===== src/rtl/tone_scheduler_pkg.sv =====
// Shared constants, tag type and step helper for the time-multiplexed tone scheduler.
package tone_scheduler_pkg;

  localparam int NCH_DEF           = 4;
  localparam int FPS_DEF           = 16;
  localparam int CIRCLEBITSIZE_DEF = 10;
  localparam int ANGLE_BITS_DEF    = 8;
  localparam int CORDIC_LAT_DEF    = 32;

  localparam int ACC_W = FPS_DEF + CIRCLEBITSIZE_DEF;

  // Sized for the largest supported channel count (16); narrower configs zero-extend.
  localparam int CH_W = 4;

  typedef struct packed {
    logic            valid;
    logic [CH_W-1:0] ch;
  } tag_t;

  // Per-visit step: each channel only advances once every nch clocks.
  function automatic logic [15:0] step_from_freq(input longint unsigned freq_hz,
                                                 input longint unsigned clk_hz,
                                                 input int unsigned     nch);
    longint unsigned full;
    full = (freq_hz << (16 + CIRCLEBITSIZE_DEF)) / clk_hz;
    return 16'(full / longint'(nch));
  endfunction

endpackage


===== src/rtl/tone_scheduler_tag_delay_line.sv =====
// Fixed-depth shift register that carries issue tags alongside the CORDIC pipeline.
module tone_scheduler_tag_delay_line #(
  parameter int DEPTH = 32,
  parameter int W     = 5
) (
  input  logic         clk,
  input  logic         rst_n,
  input  logic [W-1:0] din,
  output logic [W-1:0] dout
);

  logic [DEPTH-1:0][W-1:0] stage_q, stage_d;

  always_comb begin
    stage_d[0] = din;
    for (int i = 1; i < DEPTH; i++) begin
      stage_d[i] = stage_q[i-1];
    end
  end

  always_ff @(posedge clk or negedge rst_n) begin
    if (!rst_n) begin
      stage_q <= '0;
    end else begin
      stage_q <= stage_d;
    end
  end

  assign dout = stage_q[DEPTH-1];

endmodule


===== src/rtl/tone_scheduler.sv =====
// Round-robin phase accumulators sharing one pipelined CORDIC; tags each issue
// through the CORDIC latency and emits channel-tagged sine samples.
module tone_scheduler
  import tone_scheduler_pkg::*;
#(
  parameter int NCH           = NCH_DEF,
  parameter int FPS           = FPS_DEF,
  parameter int CIRCLEBITSIZE = CIRCLEBITSIZE_DEF,
  parameter int ANGLE_BITS    = ANGLE_BITS_DEF,
  parameter int CORDIC_LAT    = CORDIC_LAT_DEF
) (
  input  logic                       clk,
  input  logic                       rst_n,
  input  logic                       cfg_we,
  input  logic [$clog2(NCH)-1:0]     cfg_ch,
  input  logic [15:0]                cfg_step,
  input  logic                       cfg_en,
  input  logic                       phase_clr,
  output logic [31:0]                cordic_angle,
  input  logic signed [31:0]         cordic_sine,
  output logic                       sample_valid,
  output logic [$clog2(NCH)-1:0]     sample_ch,
  output logic signed [31:0]         sample_data,
  output logic                       frame_start
);

  localparam int CHW = $clog2(NCH);
  localparam int AW  = FPS + CIRCLEBITSIZE;

  logic [CHW-1:0]             slot_q, slot_d;
  logic [NCH-1:0][AW-1:0]     acc_q, acc_d;
  logic [NCH-1:0][15:0]       step_q, step_d;
  logic [NCH-1:0]             en_q, en_d;
  logic [31:0]                angle_q, angle_d;
  tag_t                       issue_tag_q, issue_tag_d;
  tag_t                       cap_tag;
  logic                       sample_valid_q, sample_valid_d;
  logic [CHW-1:0]             sample_ch_q, sample_ch_d;
  logic signed [31:0]         sample_data_q, sample_data_d;
  logic                       frame_q, frame_d;
  logic                       unused_tag_ch;

  always_comb begin
    slot_d        = (slot_q == CHW'(NCH - 1)) ? '0 : slot_q + 1'b1;
    acc_d         = acc_q;
    step_d        = step_q;
    en_d          = en_q;
    angle_d       = angle_q;
    issue_tag_d   = '0;
    frame_d       = (slot_q == '0);

    if (phase_clr) begin
      acc_d = '0;
    end else if (en_q[slot_q]) begin
      angle_d           = 32'(acc_q[slot_q][FPS+ANGLE_BITS-1:FPS]);
      acc_d[slot_q]     = acc_q[slot_q] + AW'(step_q[slot_q]);
      issue_tag_d.valid = 1'b1;
      issue_tag_d.ch    = CH_W'(slot_q);
    end else begin
      acc_d[slot_q] = '0;
    end

    // Issue above used the old step/enable; a fresh enable restarts phase at 0.
    if (cfg_we) begin
      step_d[cfg_ch] = cfg_step;
      en_d[cfg_ch]   = cfg_en;
      if (cfg_en && !en_q[cfg_ch]) begin
        acc_d[cfg_ch] = '0;
      end
    end

    sample_valid_d = cap_tag.valid;
    sample_ch_d    = sample_ch_q;
    sample_data_d  = sample_data_q;
    if (cap_tag.valid) begin
      sample_ch_d   = cap_tag.ch[CHW-1:0];
      sample_data_d = cordic_sine;
    end
  end

  always_ff @(posedge clk or negedge rst_n) begin
    if (!rst_n) begin
      slot_q         <= '0;
      acc_q          <= '0;
      step_q         <= '0;
      en_q           <= '0;
      angle_q        <= '0;
      issue_tag_q    <= '0;
      sample_valid_q <= 1'b0;
      sample_ch_q    <= '0;
      sample_data_q  <= '0;
      frame_q        <= 1'b0;
    end else begin
      slot_q         <= slot_d;
      acc_q          <= acc_d;
      step_q         <= step_d;
      en_q           <= en_d;
      angle_q        <= angle_d;
      issue_tag_q    <= issue_tag_d;
      sample_valid_q <= sample_valid_d;
      sample_ch_q    <= sample_ch_d;
      sample_data_q  <= sample_data_d;
      frame_q        <= frame_d;
    end
  end

  // Issue tag is registered with the angle, so the line only spans the CORDIC latency.
  tone_scheduler_tag_delay_line #(
    .DEPTH (CORDIC_LAT),
    .W     ($bits(tag_t))
  ) u_tag_delay (
    .clk   (clk),
    .rst_n (rst_n),
    .din   (issue_tag_q),
    .dout  (cap_tag)
  );

  assign unused_tag_ch = ^cap_tag.ch;

  assign cordic_angle = angle_q;
  assign sample_valid = sample_valid_q;
  assign sample_ch    = sample_ch_q;
  assign sample_data  = sample_data_q;
  assign frame_start  = frame_q;

endmodule


===== config.mk =====
export PLATFORM = sky130hd
export DESIGN_NAME = tone_scheduler
export DESIGN_NICKNAME = d
export VERILOG_FILES = /design/src/rtl/tone_scheduler_pkg.sv /design/src/rtl/tone_scheduler_tag_delay_line.sv /design/src/rtl/tone_scheduler.sv
export SDC_FILE = /design/constraint.sdc
export NUM_CORES = 1
export LEC_CHECK = 0
export CORE_ASPECT_RATIO = 0.5
export CORE_MARGIN = 8
export CORE_UTILIZATION = 55
export CTS_CLUSTER_DIAMETER = 200
export CTS_CLUSTER_SIZE = 28
export DETAILED_ROUTE_END_ITERATION = 16
export GPL_TIMING_DRIVEN = 0
export PLACE_DENSITY_LB_ADDON = 0.25
export RECOVER_POWER = 25
export SLEW_MARGIN = 20
export SYNTH_ARGS = -nofsm -noshare
export SYNTH_HDL_FRONTEND = slang
export SYNTH_SLANG_ARGS = --single-unit

===== constraint.sdc =====
create_clock -name clk -period 6.8 [get_ports clk]
set_input_delay 1.02 -clock clk [delete_from_list [all_inputs] [get_ports clk]]
set_output_delay 1.02 -clock clk [all_outputs]
set_load 0.05 [all_outputs]

==> flow_summary_export.csv <==
group,metric,value,unit
floorplan,io_pins,123,
clock_tree,hold_buffers,0,
logic_synthesis,synth_fa_ha_area_frac,0.0203,
sta,fin_crit,4500,ps
power_and_ir_drop,ir_worst_vdd,0.000214,V
power_and_ir_drop,pwr_density_cell,258,nW/um^2
setup_path,required,7180,ps
sta,setup_tns,0,ps
setup_path,endpoint_kind,"register",
logic_synthesis,synth.distinct_cells,70,
finish,fin_nets,1220,
global_routing,antenna_found_initial,1,
min_path,hp-class,"reg -> reg",
detailed_routing,antenna_left,0,
setup_path,cp.arrival,4880,ps
logic_synthesis,seq_area_frac_synth,0.581,
setup_path,start_kind,"register",
finish,mostFrequentLayoutCells,"dfrtp_1 (309), mux2_2 (108), clkdlybuf4s50_1 (94)",
finish,final_common_cell,"dfrtp_1",
floorplan,die_area,29700,sq um
finish,areaGrowthSynthToFinish,14.4,%
power_and_ir_drop,total_power,3.93,mW
detailed_routing,routed_wl,30600,um
clock_tree,cts_buffers,15,
logic_synthesis,synth_edf_count,0,
logic_synthesis,synth_top_family_by_area,"multiplexers",
logic_synthesis,synth_compound_area_frac,0.0676,
finish,diodes,0,
floorplan,die_w,236,um
place,dp_hpwl,21100,um
clock_tree,cts.path.max_buffers,3,
setup_path,timing.critical_path.fanout_max,10,
floorplan,row_count,40,
sta,clock_skew,38.7,ps
floorplan,start_util,0.557,
global_routing,grt_use_met1,0.283,
finish,drive_gt1_frac,0.198,
logic_synthesis,async_reset_ff_frac,1.00,
logic_synthesis,netlist_area,13300,sq um
clock_tree,cts_setup_buffers,0,
clock_tree,cts_root_buf,"clkbuf_16",
place,postPlaceCellArea,14800,sq um
clock_tree,clock_latency,520,ps
flow_run,cap_violations,1,
detailed_routing,vias,8607,
detailed_routing,drcViolationCount,0,
clock_tree,clk_pin_slew_worst_paths,110,ps
logic_synthesis,ys_ff_latch,309,
sta,tightest_slew,3210,ps
finish,instances_no_fill,1459,
global_routing,grt_pass1_vias,8804,
detailed_routing,first_pass_iters,6,
min_path,hold_depth,0,
detailed_routing,via_per_inst,5.90,
sta,period_share,0.662,
sta,hold_viol,0,
clock_tree,cts_sinks,309,
logic_synthesis,synth-xor-area-share,0.00922,
global_routing,grt_max_degree,93,
sta,maxSlewViolCount,61,
run_status,status,"finished, violations left",
floorplan,die_y,126,um
logic_synthesis,synth_flop_cell,"dfrtp_1",
global_routing,grt_usage,0.207,
clock_tree,cts_htree_levels,1,
sta,max_freq,0.222,GHz
clock_tree,cts_tree,"built",
detailed_routing,drt_iter0_drc,753,
place,port_buffers,95,
global_routing,use_met2,0.339,
logic_synthesis,netlist_instances,1006,
global_routing,overflow,0,
setup_path,critPathKind,"reg -> reg",
logic_synthesis,synthSimpleGateAreaFrac,0.106,
sta,rsz0062_at_grt,"no",
detailed_routing,wl_per_cell,21.0,um
power_and_ir_drop,p_leak,6.72,nW
logic_synthesis,yosys_warnings,0,
finish,design_area,15200,sq um
logic_synthesis,synth.avg_cell_area,13.2,sq um
global_routing,busiest_layer,"met2",
logic_synthesis,synth_mux_area_frac,0.180,
clock_tree,ctsResizeCount,0,
place,dp.cells,1442,
global_routing,met3_usage,0.0409,
run_status,violations,"max-capacitance violations, max-slew violations",
sta,setup_violations,0,
global_routing,grt_pass1_wl,49700,um
sta,slew-limit-headroom,-1.14,
place,gp_congestion,0.882,
setup_path,r2r_cells,13,
floorplan,core_area,23900,sq um
## report_power, final
group / switching (mW) / total [mW] / internal (mW)
clock: 0.563 / 0.974 / 0.411
sequential: 0.0864 / 2.11 / 2.02
combinational: 0.509 / 0.844 / 0.334
total: 1.16 / 3.93 / 2.77
## worst max-delay path, cell delays in order, from the launching register on
cell	delay [ps]
dfrtp_1	380
buf_4	190
buf_2	380
buf_1	610
mux4_2	350
ha_1	210
inv_1	80
fa_1	430
nor2b_1	320
o31ai_4	130
a2111o_1	540
and4_1	290
nor3_1	300
o21ai_0	170
## state kept, by name, summed over array words and instances (netlist names), 3 cells and up
| name | flops |
|---|---|
| step_q | 64 |
| u_tag_delay.stage_d | 93 |
| acc_q | 96 |
| issue_tag_q | 3 |
| sample_data | 32 |
| cordic_angle | 8 |
| en_q | 4 |
| u_tag_delay.dout | 3 |
## cell type report
| cell class | count | area, sq um |
|---|---|---|
| sequential | 309 | 7730 |
| timing repair buffer | 98 | 1030 |
| fill | 1787 | 8660 |
| buffer | 80 | 425 |
| multi-input combinational | 628 | 5180 |
| tap | 315 | 394 |
| clock inverter | 1 | 30.0 |
| clock buffer | 16 | 379 |
| inverter | 12 | 45.0 |
## routing by layer
metal	share of wire	vias up	wire length, um
li1	-	3819	-
met1	0.43	4394	13200
met2	0.48	335	14600
met3	0.064	59	1970
met4	0.028	0	845
met5	0	-	0
## logic make-up (layout without fill, tap and decap cells)
kind of cell               after synthesis  count (layout)
AOI/OAI and AO/OA                      131             131
and+or+nand+nor                        262             262
muxes                                  176             176
xor gates and xnor gates                14              14
adders and majority gates               21              21
buffers and inverters                   92             207
DFF                                    309             309
other                                    1              24
## path summary, 6_finish.rpt
check	startpoint	end	slack (ps)
worst min-delay path	u_tag_delay.stage_d[49]$_DFF_PN0_	u_tag_delay.stage_d[54]$_DFF_PN0_	350
min in group asynchronous	rst_n	step_q[16]$_DFFE_PN0P_	1550
worst max register to register	slot_q[1]$_DFF_PN0_	acc_q[18]$_DFF_PN0_	2300
worst min register to register	u_tag_delay.stage_d[49]$_DFF_PN0_	u_tag_delay.stage_d[54]$_DFF_PN0_	350
max in group asynchronous	rst_n	u_tag_delay.stage_d[76]$_DFF_PN0_	2940
worst max-delay path	slot_q[1]$_DFF_PN0_	acc_q[18]$_DFF_PN0_	2300
## metrics by stage
stage	utilization	hold WS (ps)	setup slack, ps
after floorplan	-	331	3280
after global routing	0.637	366	2160
final	0.637	348	2300
after detailed placement	0.621	335	2360
after CTS	0.638	353	2330
after global placement	0.617	332	-7770
## synth_stat cells, types with 3 or more instances
library cell    n  share of area
xnor2_1        10         0.0066
a21oi_1        27          0.010
inv_1          12         0.0034
nand4b_1        4         0.0026
buf_1           6         0.0017
nand4_1         9         0.0042
a31oi_1         7         0.0033
o21ai_0        45          0.017
mux2_2        108          0.091
nand3b_1       41          0.023
clkbuf_1       36          0.010
or2_2           3         0.0014
mux2i_1        28          0.021
mux4_2         40          0.068
ha_1           20          0.019
dfrtp_1       309           0.58
o21ai_1         3         0.0011
nand3_1        40          0.015
or3_1          14         0.0066
a21o_1          7         0.0040
o21bai_1        5         0.0028
xor2_1          4         0.0026
nand2_1        54          0.015
o21a_1          4         0.0023
nor2_1         55          0.016
nand2b_1       19         0.0089
and3_1          3         0.0014
o2111ai_1       3         0.0020
buf_2           9         0.0034
buf_4          26          0.015
nor3_1          7         0.0026
a211oi_1        4         0.0023
No activity file was read; power rests on OpenSTA's default activity.
